## src/rtl/coffee_pkg.sv

```systemverilog
// Shared encodings for the brew scheduler: drink types, scheduler states,
// panel ids and the per-drink phase ordering.
package coffee_pkg;

  typedef enum logic [1:0] {
    NO_COFFEE    = 2'd0,
    EXPR_COFFEE  = 2'd1,
    LATTE_COFFEE = 2'd2,
    CAPP_COFFEE  = 2'd3
  } drink_e;

  typedef enum logic [2:0] {
    StIdle  = 3'd0,
    StGrind = 3'd1,
    StBrew  = 3'd2,
    StMilk  = 3'd3,
    StFoam  = 3'd4,
    StDone  = 3'd5
  } sched_state_e;

  localparam logic PANEL_A = 1'b0;
  localparam logic PANEL_B = 1'b1;

  // Phase that follows a finished timed phase for the captured drink.
  function automatic sched_state_e next_phase(sched_state_e cur, drink_e drink);
    sched_state_e nxt;
    case (cur)
      StGrind: nxt = StBrew;
      StBrew:  nxt = (drink == EXPR_COFFEE) ? StDone : StMilk;
      StMilk:  nxt = (drink == CAPP_COFFEE) ? StFoam : StDone;
      default: nxt = StDone;
    endcase
    return nxt;
  endfunction

endpackage

```

## src/rtl/brew_phase_timer.sv

```systemverilog
// Loadable down-counter timing one brew phase. Counts down to zero and holds.
module brew_phase_timer #(
  parameter int unsigned Width = 1
) (
  input  logic             clk,
  input  logic             rst,
  input  logic             i_load,
  input  logic [Width-1:0] i_load_val,
  output logic [Width-1:0] o_value,
  output logic             o_zero
);

  logic [Width-1:0] r_count;

  // Load takes priority; otherwise decrement until zero.
  always_ff @(posedge clk or posedge rst) begin
    if (rst) begin
      r_count <= '0;
    end else if (i_load) begin
      r_count <= i_load_val;
    end else if (r_count != '0) begin
      r_count <= r_count - 1'b1;
    end
  end

  assign o_value = r_count;
  assign o_zero  = (r_count == '0);

endmodule

```

## src/rtl/brew_scheduler.sv

```systemverilog
// Round-robin scheduler sharing one brew unit between panels A and B.
// Optional abort support is enabled with the BREW_ABORT_EN macro.
module brew_scheduler
  import coffee_pkg::*;
#(
  parameter int unsigned GRIND_CYC = 4,
  parameter int unsigned BREW_CYC  = 6,
  parameter int unsigned MILK_CYC  = 3,
  parameter int unsigned FOAM_CYC  = 2
) (
  input  logic       clk,
  input  logic       rst,
  input  logic       req_a,
  input  logic [1:0] type_a,
  input  logic       req_b,
  input  logic [1:0] type_b,
  output logic       gnt_a,
  output logic       gnt_b,
  output logic       grind,
  output logic       brew,
  output logic       milk,
  output logic       foam,
  output logic       done_a,
  output logic       done_b,
`ifdef BREW_ABORT_EN
  input  logic       abort,
  output logic       aborted,
`endif
  output logic       busy
);

  localparam int unsigned MaxAB  = (GRIND_CYC > BREW_CYC) ? GRIND_CYC : BREW_CYC;
  localparam int unsigned MaxCD  = (MILK_CYC > FOAM_CYC) ? MILK_CYC : FOAM_CYC;
  localparam int unsigned MaxCyc = (MaxAB > MaxCD) ? MaxAB : MaxCD;
  localparam int unsigned TW     = (MaxCyc > 1) ? $clog2(MaxCyc) : 1;

  localparam logic [TW-1:0] GrindLd = TW'(GRIND_CYC - 1);
  localparam logic [TW-1:0] BrewLd  = TW'(BREW_CYC - 1);
  localparam logic [TW-1:0] MilkLd  = TW'(MILK_CYC - 1);
  localparam logic [TW-1:0] FoamLd  = TW'(FOAM_CYC - 1);

  // A zero-length phase cannot be sequenced; reject it at elaboration.
  if (GRIND_CYC == 0 || BREW_CYC == 0 || MILK_CYC == 0 || FOAM_CYC == 0) begin : g_bad_cyc
    $error("brew_scheduler: all *_CYC parameters must be >= 1");
  end

  function automatic logic [TW-1:0] phase_load(sched_state_e st);
    logic [TW-1:0] ld;
    case (st)
      StGrind: ld = GrindLd;
      StBrew:  ld = BrewLd;
      StMilk:  ld = MilkLd;
      StFoam:  ld = FoamLd;
      default: ld = '0;
    endcase
    return ld;
  endfunction

  sched_state_e  r_state;
  sched_state_e  w_state_d;
  drink_e        r_type;
  logic          r_owner;
  logic          r_prio_b;   // 1: B wins a tie (A was served last)
  logic          r_gnt_a, r_gnt_b;
  logic          r_grind, r_brew, r_milk, r_foam;
  logic          r_done_a, r_done_b;
  logic          w_valid_a, w_valid_b;
  logic          w_pick_a, w_pick_b;
  logic          w_grant;
  logic          w_tmr_load;
  logic [TW-1:0] w_tmr_load_val;
  logic [TW-1:0] w_tmr_value;
  logic          w_tmr_zero;
`ifdef BREW_ABORT_EN
  logic          w_abort_hit;
  logic          r_aborted;
`endif

  brew_phase_timer #(
    .Width (TW)
  ) u_timer (
    .clk        (clk),
    .rst        (rst),
    .i_load     (w_tmr_load),
    .i_load_val (w_tmr_load_val),
    .o_value    (w_tmr_value),
    .o_zero     (w_tmr_zero)
  );

  // Arbitration, next state and timer reload decisions.
  always_comb begin
    w_valid_a      = req_a && (drink_e'(type_a) != NO_COFFEE);
    w_valid_b      = req_b && (drink_e'(type_b) != NO_COFFEE);
    w_pick_a       = w_valid_a && (!w_valid_b || !r_prio_b);
    w_pick_b       = w_valid_b && !w_pick_a;
    w_grant        = (r_state == StIdle) && (w_pick_a || w_pick_b);
    w_state_d      = r_state;
    w_tmr_load     = 1'b0;
    w_tmr_load_val = '0;
`ifdef BREW_ABORT_EN
    w_abort_hit    = 1'b0;
`endif
    case (r_state)
      StIdle: begin
        if (w_grant) begin
          w_state_d      = StGrind;
          w_tmr_load     = 1'b1;
          w_tmr_load_val = GrindLd;
        end
      end
      StGrind, StBrew, StMilk, StFoam: begin
`ifdef BREW_ABORT_EN
        if (abort) begin
          w_abort_hit = 1'b1;
          w_state_d   = StIdle;
        end else
`endif
        if (w_tmr_zero) begin
          w_state_d      = next_phase(r_state, r_type);
          w_tmr_load     = (w_state_d != StDone);
          w_tmr_load_val = phase_load(w_state_d);
        end
      end
      default: w_state_d = StIdle;
    endcase
  end

  // State, captured order and registered Moore outputs.
  always_ff @(posedge clk or posedge rst) begin
    if (rst) begin
      r_state  <= StIdle;
      r_type   <= NO_COFFEE;
      r_owner  <= PANEL_A;
      r_prio_b <= 1'b0;
      r_gnt_a  <= 1'b0;
      r_gnt_b  <= 1'b0;
      r_grind  <= 1'b0;
      r_brew   <= 1'b0;
      r_milk   <= 1'b0;
      r_foam   <= 1'b0;
      r_done_a <= 1'b0;
      r_done_b <= 1'b0;
`ifdef BREW_ABORT_EN
      r_aborted <= 1'b0;
`endif
    end else begin
      r_state <= w_state_d;
      r_gnt_a <= w_grant && w_pick_a;
      r_gnt_b <= w_grant && w_pick_b;
      if (w_grant) begin
        r_owner  <= w_pick_b ? PANEL_B : PANEL_A;
        r_type   <= w_pick_b ? drink_e'(type_b) : drink_e'(type_a);
        r_prio_b <= w_pick_a;
      end
      r_grind  <= (w_state_d == StGrind);
      r_brew   <= (w_state_d == StBrew);
      r_milk   <= (w_state_d == StMilk);
      r_foam   <= (w_state_d == StFoam);
      r_done_a <= (w_state_d == StDone) && (r_owner == PANEL_A);
      r_done_b <= (w_state_d == StDone) && (r_owner == PANEL_B);
`ifdef BREW_ABORT_EN
      r_aborted <= w_abort_hit;
`endif
    end
  end

  // The timer is always loaded with at most the active phase length minus one.
  a_timer_range: assert property (@(posedge clk) disable iff (rst)
    (r_state == StGrind || r_state == StBrew || r_state == StMilk || r_state == StFoam)
    |-> (w_tmr_value <= phase_load(r_state)));

  assign gnt_a  = r_gnt_a;
  assign gnt_b  = r_gnt_b;
  assign grind  = r_grind;
  assign brew   = r_brew;
  assign milk   = r_milk;
  assign foam   = r_foam;
  assign done_a = r_done_a;
  assign done_b = r_done_b;
  assign busy   = (r_state != StIdle);
`ifdef BREW_ABORT_EN
  assign aborted = r_aborted;
`endif

endmodule

```

## config.mk

```make
export PLATFORM = sky130hd
export DESIGN_NAME = brew_scheduler
export DESIGN_NICKNAME = d
export VERILOG_FILES = /design/src/rtl/coffee_pkg.sv /design/src/rtl/brew_phase_timer.sv /design/src/rtl/brew_scheduler.sv
export SDC_FILE = /design/constraint.sdc
export NUM_CORES = 1
export LEC_CHECK = 0
export BUFFER_PORTS_ARGS = -buffer_cell sky130_fd_sc_hd__buf_2
export CAP_MARGIN = 40
export CELL_PAD_IN_SITES_DETAIL_PLACEMENT = 1
export CELL_PAD_IN_SITES_GLOBAL_PLACEMENT = 2
export CORE_MARGIN = 1.5
export CORE_UTILIZATION = 30
export CTS_CLUSTER_SIZE = 25
export DETAILED_ROUTE_END_ITERATION = 8
export HOLD_SLACK_MARGIN = 0.03
export PLACE_DENSITY_LB_ADDON = 0.1
export SLEW_MARGIN = 10
export SYNTH_ARGS = -nofsm -noshare
export SYNTH_HDL_FRONTEND = slang
export SYNTH_SLANG_ARGS = --single-unit
```

## constraint.sdc

```tcl
create_clock -name clk -period 1.8 [get_ports clk]
set_clock_uncertainty 0.05 [all_clocks]
set_input_delay 0.36 -clock clk [delete_from_list [all_inputs] [get_ports clk]]
set_output_delay 0.36 -clock clk [all_outputs]
set_load 0.02 [all_outputs]
```

# Word level (Yosys, flattened, before mapping)
# Index checks and enable logic that the tools add are counted.
# totals
regBits	18
input_bits	8
output_inout_bits	9
wordCells	72
# classes
addsub	1
eq_ne	16
mux	19
n_bitwise	1
n_reduce_logical	22
# op_table
op	count
2-to-1 mux 3 bit	8
equality test 3 x 2 -> 1 bit, second input constant	6
equality test 3 bit, second input constant	4
case mux 3 bit (2 select lines)	2
case mux 3 bit (4 select lines)	1
equality test 3 x 1 -> 1 bit, second input constant	3
logical AND 1 bit	9
case mux 3 bit (3 select lines)	1
logical NOT 3 bit	2
nonzero test 2 bit	3
nonzero test 3 bit	2
2-to-1 mux 1 bit	4
2-to-1 mux 2 bit	2
OR reduction 4 bit	1
logical NOT 1 bit	3
inequality test 3 bit, second input constant	1
subtractor 3 x 1 -> 3 bit, second input constant	1
equality test 2 x 1 -> 1 bit, second input constant	1
equality test 2 bit, second input constant	1
logical OR 1 bit	2
case mux 1 bit (2 select lines)	1
inverter 1 bit	1

# Depth between registers and ports, before layout
# Gate-level depths: netlist (run 1).
# logic_depth
ltp_word	13
depth_mapped	7
ltp_nobuf	7

# Modules after synthesis
# Synthesis (run 1) repeated with hierarchy kept, for this count alone.
# hier_totals
cells_unflattened	89
area_unflattened_um2	904.6
# by_module_without_submodules
mod	instances	cells_per_inst	area_per_inst_um2	seq_area_each_um2
brew_scheduler	1	67	699.4	375.4
brew_phase_timer	1	22	205.2	75.1

# Worst setup path after synthesis (run 1)
# Ideal clock, no wire load.
# synth_timing
path_type	register to register
start	register u_timer.r_count[0] (netlist: u_timer.o_value[0])
end	register r_done_a (netlist: done_a)
setup_time_ps	120
arrival_ps	1476
required_ps	1630
slack_ps	154
path_stages_with_launch	8
n_path_buf	0
period_less_slack_ps	1646
cell_sequence	dfrtp_1 > inv_1 > ha_1 > nor2b_1 > nand2_1 > a211oi_2 > inv_2 > and3_1
# synth_between
elab_chain_cells	5
# synth_lines
element	line_no	text
from (decl)	brew_phase_timer.sv:13	logic [Width-1:0] r_count;
from (signal assigned)	brew_phase_timer.sv:20	r_count <= i_load_val;
from (signal assigned)	brew_phase_timer.sv:22	r_count <= r_count - 1'b1;
logical NOT 3 bit	brew_phase_timer.sv:27	assign o_zero = (r_count == '0);
2-to-1 mux 3 bit	brew_scheduler.sv:118	if (w_tmr_zero) begin
case mux 3 bit (2 select lines)	brew_scheduler.sv:103	case (r_state)
via w_state_d[0]	brew_scheduler.sv:60	sched_state_e w_state_d;
equality test 3 bit	brew_scheduler.sv:159	r_done_a <= (w_state_d == StDone) && (r_owner == PANEL_A);
logical AND 1 bit	brew_scheduler.sv:159	
to (signal assigned)	brew_scheduler.sv:159	
to (decl)	brew_scheduler.sv:66	logic r_done_a, r_done_b;
# The timed path passes the listed nets, and every way through them passes these cells.
# A chain may end at the register's enable or synchronous reset.

# Final worst setup path (run 1)
# layout_timing
start	register r_state[0]
end	output busy
# layout_between
elab_chain_cells	1
# layout_lines
element	line_no	text
from (decl)	brew_scheduler.sv:59	sched_state_e r_state;
from (signal assigned)	brew_scheduler.sv:131	r_state <= StIdle;
from (signal assigned)	brew_scheduler.sv:147	r_state <= w_state_d;
nonzero test 3 bit	brew_scheduler.sv:180	assign busy = (r_state != StIdle);
to (decl)	brew_scheduler.sv:29	output logic busy
# Every way passes these cells.

==> summary.txt, run 1 <==
Placement
  – Pre-CTS WS: -0.0238 ns
  – Post-DP Area: about 1000 µm²
  – Port Buf Inserts: 16
  – Global placer's final weighted congestion: slightly above 0.7
  – Post-DP HPWL: 1540 µm

Logic synthesis
  – Syn avg cell area: between 10 and 15 µm²
  – Ys async rst share: 100%
  – Top FF cell, synth: dfrtp_1
  – Largest family of logic cells by synthesized area: simple AND/OR/NAND/NOR gates
  – Post-Syn Instances: 89
  – Mux cell area share after synthesis: 2.24%
  – Simple-gate share of the synthesized area: between 10% and 20%
  – EDFF count, synth: 0
  – Cell area after synthesis: approximately 900 µm²
  – Syn_nets: between 90 and 100
  – Sequential element share of the synthesized area: between 50 and 60%
  – Synth Area in Adders: 2.81%
  – Synth warnings: 0
  – Unique masters post-synth: 34
  – Register bit total from synthesis: 18
  – Compound-cell area share of the yosys netlist: between 10% and 20%
  – Post-synthesis xor/xnor area fraction: 0.982%

CTS
  – H-tree depth: 1
  – Max Root-Sink Buffers: 2
  – CTS Buf Count: 3
  – TritonCTS Sinks: 18
  – Clock root buffer: clkbuf_4
  – CTS tree: built
  – Worst-Skew Late Latency: 0.30 ns
  – Clk slew on worst S/H paths: 0.12 ns

GRT
  – First-pass GRT wire length: between 3000 and 4000 µm
  – Largest net degree at the start of global routing: 19
  – Initial antenna violation count: 0
  – Gr usage total: 13.7%
  – Total gr overflow: 0
  – Vias in the first global route: between 700 and 800

Worst hold path
  – Hold depth: 3
  – Worst min path class: in -> reg

Cells and area
  – Nets: 126
  – Layout cells sized above 1: about 37%
  – Layout Utilization: 40.4%
  – Antenna diodes: 0
  – Area grow syn2layout: 26.1%
  – Design area: roughly 1100 µm²

Critical path
  – CP required: around 1.4 ns
  – Worst path slowest cell: or3_4
  – Stages on worst setup path: 2
  – WS Path Type: reg -> out
  – Critical Path Sink Type: primary output
  – Reg2reg path depth: 7
  – Kind of start point of the critical path: flip-flop
  – Worst path bufs/invs: 1
  – Critical path peak fanout: 5
  – Cell Chain, Critical Path: or3_4 -> buf_2
  – CP delay by family, top: simple AND/OR/NAND/NOR gates
  – Critical Path Max Stage Delay: around 0.43 ns
  – Critical Path AT: about 1.3 ns

STA
  – Max frequency: ~580 MHz
  – Unrepaired setup endpoints after global routing: no
  – Worst-Margin Slew: ~0.47 ns
  – Final slew viol count: 0
  – Setup ws final: around 0.086 ns
  – Final worst path period need: 1.71 ns
  – Period utilization: a little over nine tenths
  – Slew HR: between 60% and 70%
  – Final setup violation count: 0
  – Final Hold Vio Count: 0

Floorplan
  – Die X: approximately 58 µm
  – Die area: 3310 µm²
  – I/O pin count: 17
  – FP Rows: 19
  – Die Y-Extent: ~58 µm
  – Std-Cell Core Area: 2780 µm²
  – Initial Util: 32.1%

Job
  – Max Cap Viol: 0

Detailed routing
  – Vias: between 700 and 800
  – Drt pass-1 iters: 4
  – Drt initial violations: 27
  – WL/cell: 14.2 µm
  – Post-route ant nets: 0
  – DRC Markers: 0
  – Drt total wl: between 2000 and 2500 µm
  – Drt via density: around 5

Power
  – VDD IR max: slightly above 0.0008 V
  – Reg power frac: 34.0%
  – Sw Share: a little over 40%
  – Int Power: roughly 1.1 mW
  – Psw: just under 0.8 mW
  – Clock Power Share: a little over an eighth
  – PD cells: 1700 nW/µm²
  – Combinational power share: between 50% and 60%
  – Static Leak: 0.558 nW

Outcome
  – Status: finished, final reports clean
-- registers in the layout (all words and copies together), names as in the netlist --
| name | flops |
|---|---|
| r_type | 2 |
| grind | 1 |
| done_a | 1 |
| gnt_a | 1 |
| foam | 1 |
| gnt_b | 1 |
| r_owner | 1 |
| brew | 1 |
| r_prio_b | 1 |
| milk | 1 |
| r_state | 3 |
| u_timer.o_value | 3 |
| done_b | 1 |
-- cells in the mapped netlist (2+ instances only) --
cell	count	area, µm²
nor3_1	3	15.0
a211o_1	2	17.5
dfrtp_1	18	450
o21ai_0	3	15.0
buf_6	2	22.5
inv_1	4	15.0
o21ai_1	3	15.0
ha_1	2	25.0
and3_1	2	12.5
nand2b_1	4	25.0
a21oi_1	3	15.0
mux2i_1	2	20.0
nor2b_1	4	25.0
nor2_1	10	37.5
nand2_1	8	30.0
-- power by group through the flow --
stage / clock network, mW / logic (mW) / registers, mW
detailed placement: 0 / 0.874 / 0.665
global placement: 0 / 0.866 / 0.656
finish: 0.260 / 1.00 / 0.650
CTS: 0.266 / 0.929 / 0.661
floorplan: 0 / 0.609 / 0.694
global route: 0.285 / 1.12 / 0.667
-- cell usage in the layout (no fill, tap or decap), types with 2 or more instances in the layout --
master | synthesis | layout
mux2i_1 | 2 | 2
o21ai_2 | 1 | 2
buf_4 | 0 | 8
a21oi_1 | 3 | 3
nor3_2 | 0 | 2
nor2_1 | 10 | 10
dfrtp_1 | 18 | 17
and3_1 | 2 | 2
nand2b_1 | 4 | 4
nor2b_1 | 4 | 3
o21ai_1 | 3 | 2
o21ai_0 | 3 | 3
nand2_1 | 8 | 8
inv_1 | 4 | 4
buf_2 | 1 | 16
clkbuf_4 | 0 | 3
a211o_1 | 2 | 2
-- metal layers --
layer	part of all wire [%]	track usage, %	vias to the layer above
met5	0	0	-
met4	0.92	1.99	0
met3	3.8	4.08	2
met2	46	21.9	15
met1	50	18.7	363
li1	-	-	356
-- through the flow --
| step | power [mW] | TNS, ns | cells | hold slack [ns] |
|---|---|---|---|---|
| detailed placement | 1.54 | -0.0238 | 138 | 0.341 |
| finish | 1.91 | 0 | 146 | 0.287 |
| global route | 2.07 | 0 | 146 | 0.286 |
| global placement | 1.52 | 0 | 138 | 0.336 |
| floorplan | 1.30 | 0 | 89 | 0.249 |
| CTS | 1.86 | 0 | 144 | 0.291 |
-- final timing paths --
| path | from | to | slack, ns |
|---|---|---|---|
| min reg2reg | r_owner$_DFFE_PP0P_ | done_b$_DFF_PP0_ | 0.49 |
| min in group asynchronous | rst | r_prio_b$_DFFE_PP0P_ | 0.55 |
| max in group asynchronous | rst | r_state[1]$_DFF_PP0_ | 0.92 |
| max | r_state[0]$_DFF_PP0_ | busy | 0.09 |
| min | type_a[1] | r_type[1]$_DFFE_PP0P_ | 0.29 |
| max reg2reg | u_timer.o_value[0]$_DFFE_PP0P_ | done_b$_DFF_PP0_ | 0.12 |
-- final cells by class --
cell class                      count  area [µm²]
Tap cell                           31        38.8
Clock buffer                        4        36.3
Fill cell                         340        1660
Sequential cell                    18         452
Inverter                            6        23.8
Timing Repair Buffer               25         150
Multi-Input combinational cell     62         424
-- logic make-up (layout without fill, tap and decap cells) --
kind of cell	Yosys count	after routing
AND/OR/NAND/NOR	35	35
AO/OA/AOI/OAI	22	22
adder cells (fa/ha/maj)	2	2
XOR/XNOR	1	1
multiplexers	2	2
buffers and inverters	9	35
flip-flops	18	18
-- repair_timing --
item,in CTS,in global routing
setup endpoints to repair,5,7
buffers inserted,1,2
resized for setup,4,5
hold buffers,1,0
hold endpoints to repair,18,0
pin swaps,1,1
-- worst reg2reg max path, delay by kind of cell (launching register included) --
kind | cells | cell delay (ns)
adder cells (fa/ha/maj) | 1 | 0.21
AND/OR/NAND/NOR | 3 | 0.43
flip-flops | 1 | 0.40
buffers and inverters | 2 | 0.21
AO/OA/AOI/OAI | 1 | 0.28
Note: power is estimated with default switching activity, not from simulation.
==> run 2: changes to the inputs <==
==> constraint.sdc (replaced) <==
create_clock -name clk -period 1.9 [get_ports clk]
set_clock_uncertainty 0.05 [all_clocks]
set_input_delay 0.38 -clock clk [delete_from_list [all_inputs] [get_ports clk]]
set_output_delay 0.38 -clock clk [all_outputs]
set_load 0.02 [all_outputs]
==> run 2 against run 1 <==
Clock power decreased by 6%. Sequential share of layout area increased by 2.4 points. Worst hold slack got worse by 0.18 ns. Power decreased by 12%. Non-clock buffer count decreased by 5. Largest power group unchanged.
==> summary.txt, run 2 (same netlist as run 1, synthesis figures left out) <==
CTS
  – Post-CTS Setup Bufs: 0 (was 1)
  – Post-CTS Hold Buffers: 0 (was 1)
  – Worst-Skew Late Latency: 0.30 ns (about the same)
  – Cts repair resizes: 1 (was 4)
  – CTS Buf Count: 3 (unchanged)
  – Clk slew on worst S/H paths: 0.11 ns (was 0.12 ns)
  – Max Root-Sink Buffers: 2 (unchanged)
  – TritonCTS Sinks: 18 (unchanged)
  – H-tree depth: 1 (unchanged)
  – CTS tree: built (unchanged)
  – Clock root buffer: clkbuf_4 (unchanged)

Floorplan
  – FP Rows: 19 (unchanged)
  – I/O pin count: 17 (unchanged)
  – Std-Cell Core Area: 2780 µm² (unchanged)
  – Die Y-Extent: 57.5 µm (unchanged)
  – Initial Util: 32.1% (unchanged)
  – Die X: 57.5 µm (unchanged)
  – Die area: 3310 µm² (unchanged)

Critical path
  – Reg2reg path depth: 7 (unchanged)
  – Critical path peak fanout: 9 (was 5)
  – R2r setup slk: 0.18 ns (was 0.12 ns)
  – Critical Path Sink Type: primary output (unchanged)
  – WS Path Type: reg -> out (unchanged)
  – RR Startpoint: u_timer.o_value[0]$_DFFE_PP0P_ (unchanged)
  – Critical path origin: r_state[1]$_DFF_PP0_ (was r_state[0]$_DFF_PP0_)
  – R2R Path End: done_b$_DFF_PP0_ (unchanged)
  – Kind of start point of the critical path: flip-flop (unchanged)
  – Critical Path AT: 1.40 ns (was 1.30 ns)
  – CP required: 1.47 ns (was 1.39 ns)

Cells and area
  – Area grow syn2layout: 18.5% (was 26.1%)
  – Area occupied by multi-input gates: 398 µm² (was 424 µm²)
  – Seq. cell area: 450 µm² (was 452 µm²)
  – Commonest non-fill, non-tap cell in the layout: dfrtp_1 (unchanged)
  – Antenna diodes: 0 (unchanged)
  – # fillers: 340 (unchanged)
  – Non-filler cells, final: 141 (was 146)
  – Nets: 121 (was 126)
  – Layout cells sized above 1: 29.1% (was 36.5%)
  – Most frequent cells in the layout: 18 x dfrtp_1, 16 x buf_2, 10 x nor2_1, 8 x nand2_1 (was 17 x dfrtp_1, 16 x buf_2, 10 x nor2_1, 8 x nand2_1, 8 x buf_4)

STA
  – Slew HR: 54.8% (was 68.7%)
  – Final slew viol count: 0 (unchanged)
  – Final Hold Vio Count: 0 (unchanged)
  – Max frequency: between 500 and 600 MHz
  – Worst-Margin Slew: 0.678 ns (was 0.466 ns)
  – Setup TNS: 0 ns (unchanged)
  – Setup ws final: 0.0734 ns (was 0.0859 ns)
  – Final setup violation count: 0 (unchanged)
  – Final worst path period need: 1.83 ns
  – Hold slack: 0.109 ns (was 0.287 ns)
  – Unrepaired setup endpoints after global routing: no (unchanged)
  – Period utilization: between 90% and 100%

Power
  – Static Leak: 0.531 nW (was 0.558 nW)
  – Total power: 1.68 mW (was 1.91 mW)
  – VDD IR max: 0.000666 V (was 0.000829 V)
  – PD cells: 1590 nW/µm² (was 1700 nW/µm²)

Detailed routing
  – Vias: 688 (was 736)
  – DRC Markers: 0 (unchanged)
  – Drt pass-1 iters: 4 (unchanged)
  – Drt total wl: 1850 µm (was 2070 µm)
  – Drt initial violations: 8 (was 27)
  – Post-route ant nets: 0 (unchanged)
  – Drt via density: 4.88 (was 5.04)
  – WL/cell: 13.1 µm (was 14.2 µm)

Placement
  – Global placer's final weighted congestion: 0.746 (was 0.718)
  – Port Buf Inserts: 16 (unchanged)
  – Post-DP HPWL: 1430 µm (was 1540 µm)
  – Pre-CTS WS: 0.0864 ns (was -0.0238 ns)
  – DP Cell Count: 137 (was 138)

GRT
  – Largest net degree at the start of global routing: 19 (unchanged)
  – Vias in the first global route: 739 (was 723)
  – Initial antenna violation count: 0 (unchanged)
  – Gr usage total: 13.0% (was 13.7%)
  – First-pass GRT wire length: 3170 µm (was 3440 µm)
  – Total gr overflow: 0 (unchanged)

Worst hold path
  – Worst min path class: in -> async (was in -> reg)

Job
  – Max Cap Viol: 0 (unchanged)

Outcome
  – Status: finished, final reports clean (unchanged)
[run 2: changes by cell type in the layout (fill, tap and decap cells not counted), sizes merged]
| cell | change |
|---|---|
| buf | -4 |
| dlygate4sd3 | -1 |
[run 2: critical path, stage by stage (launching register included)]
cell     delay [ns]
dfrtp_1        0.50
or3_4          0.42
buf_2          0.18
[run 2: area by class of cell]
class	instances	share of cell area, %
flip-flops and latches	18	42.6
multi-input cells	62	37.6
repair buffers	20	10.4
well taps	31	3.67
clock buffers	4	3.43
inverters	6	2.25
[run 2: worst max-delay path by stage]
stage | endpoint | cells past startpoint
after CTS | busy | 2
after floorplan | done_a$_DFF_PP0_ | 7
after detailed placement | done_b$_DFF_PP0_ | 6
final | busy | 2
after global routing | busy | 2
after global placement | done_b$_DFF_PP0_ | 6
[run 2: layer usage]
layer,GRT usage [%],vias up,share of wire [%]
met3,2.72,4,3.9
met5,0,-,0
li1,-,345,-
met1,16.0,324,47
met4,7.97,0,3.0
met2,20.6,15,45
[run 2: report_power, final]
group	internal, mW	switching, mW	total [mW]
combinational	0.354	0.466	0.819
clock	0.117	0.127	0.244
sequential	0.527	0.0909	0.618
total	0.998	0.684	1.68
[run 2: metrics by stage]
| stage | util, % | cell area [µm²] |
|---|---|---|
| after floorplan | - | 892 |
| after global placement | 36.4 | 1010 |
| after detailed placement | 36.4 | 1010 |
| after CTS | 37.9 | 1050 |
| after global routing | 38.0 | 1060 |
| final | 38.0 | 1060 |
==> run 3: changes to the inputs <==
--- a/config.mk
+++ b/config.mk
@@ -15,6 +15,7 @@
 export DETAILED_ROUTE_END_ITERATION = 8
 export HOLD_SLACK_MARGIN = 0.03
 export PLACE_DENSITY_LB_ADDON = 0.1
+export REMOVE_ABC_BUFFERS = 1
 export SLEW_MARGIN = 10
 export SYNTH_ARGS = -nofsm -noshare
 export SYNTH_HDL_FRONTEND = slang
==> run 3 against run 2 <==
Non-clock buffer count increased by 1. Highest routed layer unchanged. Clock power about the same. Via count increased by 1.0%. First-iteration DRC count decreased by 38%. Critical path type unchanged. Power increased by 0.76%. Largest cell class unchanged. Global-route usage about the same. Final cell count increased by 0.71%. Die area unchanged.
==> summary.txt, run 3 (same netlist as run 1, synthesis figures left out) <==
Detailed routing
  – DRC Markers: 0 (unchanged)
  – Drt via density: 4.89 (was 4.88)
  – Drt pass-1 iters: 5 (was 4)
  – Post-route ant nets: 0 (unchanged)
  – Vias: 695 (was 688)
  – WL/cell: 13.8 µm (was 13.1 µm)
  – Drt initial violations: 5 (was 8)
  – Drt total wl: 1960 µm (was 1850 µm)

Cells and area
  – Layout Utilization: 38.2% (was 38.0%)
  – # fillers: 327 (was 340)
  – Nets: 122 (was 121)
  – Layout cells sized above 1: 29.7% (was 29.1%)
  – Area grow syn2layout: 19.2% (was 18.5%)
  – Commonest non-fill, non-tap cell in the layout: dfrtp_1 (unchanged)
  – Non-filler cells, final: 142 (was 141)
  – Antenna diodes: 0 (unchanged)
  – Most frequent cells in the layout: 18 x dfrtp_1, 16 x buf_2, 10 x nor2_1, 8 x nand2_1, 5 x buf_4 (was 18 x dfrtp_1, 16 x buf_2, 10 x nor2_1, 8 x nand2_1)

Critical path
  – CP required: 1.47 ns (about the same)
  – WS Path Type: reg -> out (unchanged)
  – Critical Path AT: 1.38 ns (was 1.40 ns)
  – Critical path peak fanout: 5 (was 9)
  – Kind of start point of the critical path: flip-flop (unchanged)
  – Critical Path Sink Type: primary output (unchanged)

GRT
  – Vias in the first global route: 735 (was 739)
  – First-pass GRT wire length: 3290 µm (was 3170 µm)
  – Gr usage total: 12.9% (was 13.0%)
  – Initial antenna violation count: 0 (unchanged)
  – Largest net degree at the start of global routing: 19 (unchanged)
  – Total gr overflow: 0 (unchanged)

Job
  – Max Cap Viol: 0 (unchanged)

Power
  – Psw: 0.701 mW (was 0.684 mW)
  – Sw Share: 41.4% (was 40.7%)
  – Int Power: 0.994 mW (was 0.998 mW)
  – PD cells: 1590 nW/µm² (about the same)
  – Reg power frac: 35.8% (was 36.8%)
  – Static Leak: 0.537 nW (was 0.531 nW)
  – VDD IR max: 0.000734 V (was 0.000666 V)
  – Combinational power share: 49.8% (was 48.7%)
  – Clock Power Share: 14.4% (was 14.5%)

STA
  – Slew HR: 53.9% (was 54.8%)
  – Final slew viol count: 0 (unchanged)
  – Hold slack: 0.119 ns (was 0.109 ns)
  – Max frequency: 553 MHz (was 547 MHz)
  – Final worst path period need: 1.81 ns (was 1.83 ns)
  – Final Hold Vio Count: 0 (unchanged)
  – Worst-Margin Slew: 0.691 ns (was 0.678 ns)
  – Unrepaired setup endpoints after global routing: no (unchanged)
  – Setup TNS: 0 ns (unchanged)
  – Final setup violation count: 0 (unchanged)
  – Period utilization: 95.1% (was 96.1%)

Floorplan
  – Die area: 3310 µm² (unchanged)
  – Die Y-Extent: 57.5 µm (unchanged)
  – FP Rows: 19 (unchanged)
  – Die X: 57.5 µm (unchanged)
  – Initial Util: 32.1% (unchanged)
  – I/O pin count: 17 (unchanged)
  – Std-Cell Core Area: 2780 µm² (unchanged)

Placement
  – DP Cell Count: 138 (was 137)
  – Global placer's final weighted congestion: 0.726 (was 0.746)
  – Port Buf Inserts: 16 (unchanged)
  – Post-DP HPWL: 1480 µm (was 1430 µm)

CTS
  – CTS Buf Count: 3 (unchanged)
  – Post-CTS Hold Buffers: 0 (unchanged)
  – Worst-Skew Late Latency: 0.29 ns (was 0.30 ns)
  – Max Root-Sink Buffers: 2 (unchanged)
  – TritonCTS Sinks: 18 (unchanged)
  – CTS tree: built (unchanged)
  – Clock root buffer: clkbuf_4 (unchanged)
  – Clk slew on worst S/H paths: 0.12 ns (was 0.11 ns)
  – H-tree depth: 1 (unchanged)

Outcome
  – Status: finished, final reports clean (unchanged)

Worst hold path
  – Worst min path class: in -> async (unchanged)
-- run 3: worst paths after layout --
| path | startpoint | endpoint | slack, ns | cells after the start |
|---|---|---|---|---|
| worst min register to register | r_owner$_DFFE_PP0P_ | done_b$_DFF_PP0_ | 0.46 | 1 |
| min in group clk | type_a[1] | r_type[1]$_DFFE_PP0P_ | 0.31 | 3 |
| worst min-delay path | rst | gnt_b$_DFF_PP0_ | 0.12 | 2 |
| worst max register to register | u_timer.o_value[0]$_DFFE_PP0P_ | done_a$_DFF_PP0_ | 0.16 | 7 |
| worst max-delay path | r_state[0]$_DFF_PP0_ | busy | 0.09 | 2 |
| max in group asynchronous | rst | milk$_DFF_PP0_ | 1.24 | 2 |
-- run 3: power by group through the flow --
stage | sequential, mW | clock, mW | combinational (mW)
after floorplan | 0.678 | 0 | 0.512
after global placement | 0.609 | 0 | 0.829
after detailed placement | 0.611 | 0 | 0.842
after CTS | 0.607 | 0.251 | 0.846
after global routing | 0.621 | 0.270 | 0.937
final | 0.607 | 0.245 | 0.843
-- run 3: timing repair --
| item | in CTS | in global routing |
|---|---|---|
| setup endpoints to repair | 0 | 4 |
| setup buffers | 0 | 0 |
| gates resized for setup | 0 | 2 |
| hold endpoints to repair | 0 | 0 |
-- run 3: metrics by stage --
stage	power (mW)	setup slack, ns	instance area [µm²]
after floorplan	1.19	0.254	865
after global placement	1.44	0.118	1020
after detailed placement	1.45	0.0883	1020
after CTS	1.70	0.0531	1060
after global routing	1.83	0.0311	1060
final	1.69	0.0931	1060
-- run 3: metal layers --
layer	wire, µm	track usage [%]	share of wire, %	up-vias
met5	0	0	0	-
met4	21	4.98	1.1	0
met3	57	2.72	2.9	2
met2	854	20.1	44	12
met1	1030	17.5	52	337
li1	-	-	-	344
-- run 3: cell type report --
| type | count | area, µm² | share of cell area [%] |
|---|---|---|---|
| clock buffers | 4 | 36.3 | 3.41 |
| inverters | 6 | 23.8 | 2.24 |
| multi-input cells | 62 | 397 | 37.3 |
| flip-flops and latches | 18 | 450 | 42.4 |
| well taps | 31 | 38.8 | 3.65 |
| repair buffers | 21 | 118 | 11.1 |
-- run 3: critical path, stage by stage, from the launching register on --
cell and delay [ns]:
dfrtp_1 0.39, or3_1 0.49, buf_2 0.21
